### config.mk
export PLATFORM = sky130hd
export DESIGN_NAME = id_ex_stage
export DESIGN_NICKNAME = d
export VERILOG_FILES = /design/src/rtl/pipeline_pkg.sv /design/src/rtl/hazard_detect.sv /design/src/rtl/id_ex_stage.sv
export SDC_FILE = /design/constraint.sdc
export NUM_CORES = 1
export LEC_CHECK = 0
export ABC_AREA = 1
export CORE_AREA = 2 2 127 129
export DETAILED_ROUTE_END_ITERATION = 8
export DIE_AREA = 0 0 129 131
export PLACE_DENSITY = 0.8
export RECOVER_POWER = 100
export SLEW_MARGIN = 20
export SYNTH_ARGS = -nofsm -noshare
export SYNTH_HDL_FRONTEND = slang
export SYNTH_HIERARCHICAL = 1
export SYNTH_SLANG_ARGS = --single-unit
### constraint.sdc
create_clock -name clk -period 3.5 [get_ports clk]
set_input_delay 0.35 -clock clk [delete_from_list [all_inputs] [get_ports clk]]
set_output_delay 0.35 -clock clk [all_outputs]
set_load 0.01 [all_outputs]
### src/rtl/pipeline_pkg.sv
// Shared pipeline definitions: default widths, instruction field positions
// and the ALU operation encodings that the EX stage decodes.
package pipeline_pkg;

  localparam int DATA_W_DEF = 32;
  localparam int REG_AW_DEF = 5;
  localparam int INSTR_W    = 32;
  localparam int ALU_OP_W   = 3;

  // Instruction field bit positions (R/I-type layout)
  localparam int RS_MSB  = 25;
  localparam int RS_LSB  = 21;
  localparam int RT_MSB  = 20;
  localparam int RT_LSB  = 16;
  localparam int RD_MSB  = 15;
  localparam int RD_LSB  = 11;
  localparam int IMM_MSB = 15;
  localparam int IMM_LSB = 0;
  localparam int IMM_W   = IMM_MSB - IMM_LSB + 1;

  typedef enum logic [ALU_OP_W-1:0] {
    ALU_ADD = 3'd0,
    ALU_SUB = 3'd1,
    ALU_AND = 3'd2,
    ALU_OR  = 3'd3,
    ALU_SLT = 3'd4,
    ALU_NOR = 3'd5,
    ALU_XOR = 3'd6,
    ALU_SLL = 3'd7
  } alu_op_e;

endpackage

### src/rtl/hazard_detect.sv
// Load-use hazard detector: requests a one-cycle stall when the load in EX
// writes a register the ID instruction reads. Register 0 never hazards.
module hazard_detect #(
  parameter int REG_AW = 5
) (
  input  logic              ex_mem_read,
  input  logic [REG_AW-1:0] ex_rt,
  input  logic [REG_AW-1:0] rs,
  input  logic [REG_AW-1:0] rt,
  output logic              stall
);

  // Pure compare; stall must be visible in the same cycle to hold PC and IF/ID
  assign stall = ex_mem_read && (ex_rt != '0) && ((ex_rt == rs) || (ex_rt == rt));

endmodule

### src/rtl/id_ex_stage.sv
// ID/EX pipeline register with load-use stall and branch flush.
// Optional macro ID_EX_BYPASS_EN: forward the write-back bus into the
// captured operands when it targets rs/rt in the same cycle.
module id_ex_stage
  import pipeline_pkg::*;
#(
  parameter int DATA_W = DATA_W_DEF,
  parameter int REG_AW = REG_AW_DEF
) (
  input  logic                clk,
  input  logic                rst,
  input  logic                flush,
  input  logic [INSTR_W-1:0]  instr,
  input  logic [DATA_W-1:0]   pc_plus4,
  input  logic [DATA_W-1:0]   data1,
  input  logic [DATA_W-1:0]   data2,
  input  logic                reg_write,
  input  logic                mem_read,
  input  logic                mem_write,
  input  logic                mem_to_reg,
  input  logic                alu_src,
  input  logic                reg_dst,
  input  logic [ALU_OP_W-1:0] alu_op,
  input  logic                wb_reg_write,
  input  logic [REG_AW-1:0]   wb_write_reg,
  input  logic [DATA_W-1:0]   wb_write_data,
  output logic                stall,
  output logic                ex_reg_write,
  output logic                ex_mem_read,
  output logic                ex_mem_write,
  output logic                ex_mem_to_reg,
  output logic                ex_alu_src,
  output logic                ex_reg_dst,
  output logic [ALU_OP_W-1:0] ex_alu_op,
  output logic [DATA_W-1:0]   ex_pc_plus4,
  output logic [DATA_W-1:0]   ex_data1,
  output logic [DATA_W-1:0]   ex_data2,
  output logic [DATA_W-1:0]   ex_imm,
  output logic [REG_AW-1:0]   ex_rs,
  output logic [REG_AW-1:0]   ex_rt,
  output logic [REG_AW-1:0]   ex_rd
);

  logic [REG_AW-1:0] rs;
  logic [REG_AW-1:0] rt;
  logic [REG_AW-1:0] rd;
  logic [DATA_W-1:0] imm;
  logic [DATA_W-1:0] op1;
  logic [DATA_W-1:0] op2;
  logic              bubble;
  logic              unused_opcode;

  // Field decode; opcode/funct are consumed by the control decoder upstream
  assign rs  = REG_AW'(instr[RS_MSB:RS_LSB]);
  assign rt  = REG_AW'(instr[RT_MSB:RT_LSB]);
  assign rd  = REG_AW'(instr[RD_MSB:RD_LSB]);
  assign imm = {{(DATA_W-IMM_W){instr[IMM_MSB]}}, instr[IMM_MSB:IMM_LSB]};
  assign unused_opcode = ^instr[INSTR_W-1:RS_MSB+1];

  hazard_detect #(.REG_AW(REG_AW)) u_hazard (
    .ex_mem_read (ex_mem_read),
    .ex_rt       (ex_rt),
    .rs          (rs),
    .rt          (rt),
    .stall       (stall)
  );

  // Operand selection for capture: optional write-back bypass onto rs/rt data
  // NOTE: every always_comb output gets a default first so no latch is inferred.
  always_comb begin
    op1 = data1;
    op2 = data2;
`ifdef ID_EX_BYPASS_EN
    if (wb_reg_write && (wb_write_reg != '0) && (wb_write_reg == rs)) op1 = wb_write_data;
    if (wb_reg_write && (wb_write_reg != '0) && (wb_write_reg == rt)) op2 = wb_write_data;
`else
    // Register file writes on the falling edge, so data1/data2 already see WB
`endif
  end

  // flush and stall both insert a bubble; a simultaneous pair is still one bubble
  assign bubble = flush || stall;

  // Pipeline register: rst > bubble > capture, all synchronous
  // NOTE: sequential state uses non-blocking assignments so every flop samples pre-edge values.
  always_ff @(posedge clk) begin
    if (rst || bubble) begin
      ex_reg_write  <= 1'b0;
      ex_mem_read   <= 1'b0;
      ex_mem_write  <= 1'b0;
      ex_mem_to_reg <= 1'b0;
      ex_alu_src    <= 1'b0;
      ex_reg_dst    <= 1'b0;
      ex_alu_op     <= '0;
      ex_pc_plus4   <= '0;
      ex_data1      <= '0;
      ex_data2      <= '0;
      ex_imm        <= '0;
      ex_rs         <= '0;
      ex_rt         <= '0;
      ex_rd         <= '0;
    end else begin
      ex_reg_write  <= reg_write;
      ex_mem_read   <= mem_read;
      ex_mem_write  <= mem_write;
      ex_mem_to_reg <= mem_to_reg;
      ex_alu_src    <= alu_src;
      ex_reg_dst    <= reg_dst;
      ex_alu_op     <= alu_op;
      ex_pc_plus4   <= pc_plus4;
      ex_data1      <= op1;
      ex_data2      <= op2;
      ex_imm        <= imm;
      ex_rs         <= rs;
      ex_rt         <= rt;
      ex_rd         <= rd;
    end
  end

endmodule
* Yosys cells after proc, flatten, opt, wreduce, memory -nomap -nowiden
Index checks and enable logic that the tools add are counted.
** Word-level totals
- Register bits :: 136
- Output and inout bits :: 153
** Operators by class
- Reductions and logical operators :: 6
- Equal/unequal tests :: 2
** Operators by type and width (number)
- 5-bit equality test :: 2
- 5-bit nonzero test :: 1
- 1-bit logical OR :: 3
- 1-bit logical AND :: 2

* Logic depth before layout (Yosys ltp)
- Word-level depth :: 5
- Mapped depth :: 11
- Depth with buffers taken out :: 9

* By module
The synthesis kept the hierarchy.
** Modules (own cells, without submodules)
- id_ex_stage :: cells each 431, area each 4659.5 um2, times used 1
- hazard_detect :: cells each 45, area each 195.2 um2, times used 1

* Worst setup path before layout
No wires, ideal clock.
- Kind :: register to register
- Start :: reg ex_rt[2]
- End :: reg ex_data1[0]
- Stages on the path, launching flop included :: 12
- Required time :: 3388 ps
- Arrival time :: 1534 ps
- Path slack :: 1854 ps
- Path buffers :: 2
- Clock period less this slack :: 1646 ps
- Cells stage by stage :: dfxtp_1 -> inv_2 -> nand2_1 -> nand2_1 -> nor2_1 -> nand3_1 -> a21oi_2 -> nor2_1 -> nand2_2 -> buf_6 -> buf_12 -> nor2_4
** On the way
- Cells in the longest elaborated chain, start to end :: 5
- Elaborated cells between the ends (all ways) :: 8
- Those cells by class :: eq/ne (2); reduce/logical (6)
** Ends and longest elaborated chain
- start: declaration :: RTL line id_ex_stage.sv:40 : output logic [REG_AW-1:0] ex_rt,
- start signal: assignment :: RTL line id_ex_stage.sv:115 : ex_rt <= rt;
- 5-bit equality test / 5-bit nonzero test (equally long branches) :: RTL line hazard_detect.sv:14 : assign stall = ex_mem_read && (ex_rt != '0) && ((ex_rt == rs) || (ex_rt == rt));
- 1-bit logical OR / 1-bit logical AND (equally long branches) :: RTL line hazard_detect.sv:14
- 1-bit logical AND (*) :: RTL line hazard_detect.sv:14
- via stall :: RTL line id_ex_stage.sv:27 : output logic stall,
- 1-bit logical OR (*) :: RTL line id_ex_stage.sv:82 : assign bubble = flush || stall;
- 1-bit logical OR (*) :: RTL line id_ex_stage.sv:87 : if (rst || bubble) begin
- end signal: assignment :: RTL line id_ex_stage.sv:111 : ex_data1 <= op1;
- end: declaration :: RTL line id_ex_stage.sv:36 : output logic [DATA_W-1:0] ex_data1,
Mark *: on every way through the listed nets, which the timed path passes. The rest lies on a longest branch.
A chain may end at the register's enable or synchronous reset.

* Worst setup path after layout
- Start :: in instr[21]
- End :: reg ex_pc_plus4[28]
** On the way
- Cells in the longest elaborated chain, start to end :: 5
** Ends and longest elaborated chain
- start: declaration :: RTL line id_ex_stage.sv:13 : input logic [INSTR_W-1:0] instr,
- 5-bit equality test :: RTL line hazard_detect.sv:14
- 1-bit logical OR :: RTL line hazard_detect.sv:14
- 1-bit logical AND :: RTL line hazard_detect.sv:14
- 1-bit logical OR :: RTL line id_ex_stage.sv:82
- 1-bit logical OR :: RTL line id_ex_stage.sv:87
- end signal: assignment :: RTL line id_ex_stage.sv:110 : ex_pc_plus4 <= pc_plus4;
- end: declaration :: RTL line id_ex_stage.sv:35 : output logic [DATA_W-1:0] ex_pc_plus4,
Every way passes these cells.

==> run_results.csv <==
group,metric,value,unit
placement,gp_congestion,0.7344,
yosys,synth_compound_area_share,0.2835,%
sta,min_period_over_period,79.01,%
grt,gr-total-overflow,0,
drt,vias,3595,
clock_tree,cts-buffers-inserted,17,
die,die_h,131,um
clock_tree,cts_root_buffer,"clkbuf_16",
clock_tree,clock-sinks,131,
finish,final_util,51.64,%
yosys,synth_warnings,6,
clock_tree,cts.clk_slew.worst_paths,0.06,ns
yosys,synth.area.top_cells,"dfxtp_1, nor2_4, inv_1, buf_12, nor2_1",
die,io_pins,331,
grt,grt_max_degree,40,
clock_tree,cts_tree,"yes",
yosys,yosysSeqAreaShare,54.02,%
critical_path,worstPathArrival,3.01,ns
power,powerDensity,453.6,mW/mm2
finish,final_common_cell,"dlygate4sd3_1",
finish,antennaDiodeCount,0,
sta,setup_tns,0,ns
drt,first_iter_violations,97,
power,vdd_drop_max,0.2810,mV
yosys,synth_fp_nets,654,
finish,fillers,1395,
yosys,syn-instance-count,476,
grt,grt.total_usage,13.43,%
clock_tree,cts_setup_buffers,0,
clock_tree,ctsHoldBuffers,0,
finish,top_regs,"ex_data1 x32, ex_data2 x32, ex_pc_plus4 x32",
sta,finalSetupViolations,0,
placement,place_inst,948,
clock_tree,cts_resized,0,
finish,drive_above_1_share,14.15,%
run,cap_violations,0,
yosys,synth_xor_xnor_area_share,0.5412,%
sta,min_period,2.766,ns
critical_path,worst-path-max-fanout,39,
drt,viasPerCell,3.672,
yosys,yosys.area_share.simple,26.52,%
yosys,ys_ff_latch,131,
placement,hpwl,8822,um
critical_path,start_kind,"primary input",
placement,io_buffers,286,
grt,antenna_found_initial,0,
clock_tree,ctsLongestPathBuffers,2,
die,die_w,129,um
yosys,mappedNetlistArea,0.004855,mm2
power,leakage,3.974,nW
yosys,synth.top_cell.area_share,54.02,%
finish,final_cell_mix,"dlygate4sd3_1, inv_1, clkdlybuf4s50_1",
die,rows,46,
critical_path,r2r_setup_slack,0.86,ns
sta,finClkSkew,0.006322,ns
die,die_area,0.01690,mm2
sta,timing_hold_violations_final,0,
drt,ant_nets,0,
yosys,yosysUniqueCellTypes,17,
hold_path,min_path_type,"in -> reg",
die,coreArea,0.01560,mm2
finish,syn2layout_area_growth,65.90,%
drt,wl_per_cell,11.46,um
grt,grt_pass1_vias,3529,
sta,drv_slew,0,
drt,drc_errors,0,
yosys,synth_top_family_by_area,"simple AND/OR/NAND/NOR gates",
die,initial_core_util,31.12,%
critical_path,critPathCaptureType,"register",
yosys,synth.area.mux_share,0,%
yosys,synth_top_area_cell,"dfxtp_1",
finish,stdcell_count,979,
clock_tree,htreeDepth,4,
yosys,avgSynthCellArea,10.20,um2
sta,rsz0062_at_grt,"false",
clock_tree,worst_skew_pair.late_latency,0.41,ns
yosys,yosys.area_share.adder,0,%
sta,fmax,361.6,MHz
critical_path,worstSetupPathType,"in -> reg",
drt,wl,11220,um
critical_path,cp.required,3.74,ns
placement,post_dp_cell_area,0.007712,mm2
sta,slew-limit-headroom,17.07,%
finish,final_area,0.008054,mm2
sta,worst_slew_pin_slew,1.244,ns
grt,grt_pass1_wl,17090,um
finish,final_nets,929,
run_status,status,"completed",
drt,dr.pass1.iters,4,
==> synth_stat cells, drive strengths merged <==
cell type	n
inv	144
nor2	136
dfxtp	131
buf	31
nand2	22
clkbuf	4
nand3	2
xnor2	2
a21oi	1
nand4	1
o21ai	1
xor2	1
==> stage by stage <==
step	power (W)	hold slack, ns	setup slack [ns]
5_1_grt	0.003820	0.4494	0.5763
3_3_place_gp	0.002115	0.8745	0.9529
2_1_floorplan	0.001838	0.4622	1.854
6_report	0.003654	0.4621	0.7345
4_1_cts	0.003774	0.4407	1.163
3_5_place_dp	0.002127	0.8769	0.9089
==> final cells by class <==
| type | count | area (um2) | area share [%] |
|---|---|---|---|
| clock buffer | 21 | 450.4 | 5.593 |
| clock inverter | 10 | 86.33 | 1.072 |
| inverter | 144 | 540.5 | 6.711 |
| multi-input combinational | 166 | 1195 | 14.84 |
| sequential | 131 | 2623 | 32.56 |
| tap | 216 | 270.3 | 3.356 |
| timing repair buffer | 291 | 2889 | 35.87 |
==> cells by family (layout without fill, tap and decap cells) <==
kind of cell | Yosys count | count (layout)
buffers and inverters | 179 | 466
AO/OA/AOI/OAI | 2 | 2
XOR/XNOR | 3 | 3
AND/OR/NAND/NOR | 161 | 161
flip-flops | 131 | 131
==> power breakdown <==
part	total, W	switching, W	internal [W]
logic	0.000469	0.000200	0.000269
registers	0.00157	0.0000165	0.00155
clock network	0.00162	0.000631	0.000985
==> per-layer routing <==
layer / part of all wire [%] / wire length, um / global-route usage [%]
met5: 0 / 0 / 0
met4: 2.2 / 246 / 6.074
met3: 13 / 1480 / 7.777
met2: 51 / 5733 / 23.69
met1: 34 / 3763 / 12.69
==> critical path: stages <==
cell and delay, ns:
dlygate4sd3_1 0.60, inv_1 0.06, nand2_1 0.05, nand2_1 0.05, nor2_1 0.10, nand3_1 0.08, a21oi_1 0.22, nor2_1 0.15
nand2_8 0.28, clkbuf_2 0.96, nor2_1 0.09
==> final timing paths <==
path,from,depth (start not counted),endpoint
worst min-delay path,instr[1],3,ex_imm[1]
worst max-delay path,instr[21],11,ex_pc_plus4[28]
worst max register to register,ex_rt[4],10,ex_pc_plus4[28]
worst min register to register,ex_mem_read,5,ex_data2[23]
Note: power is estimated with default switching activity, not from simulation.
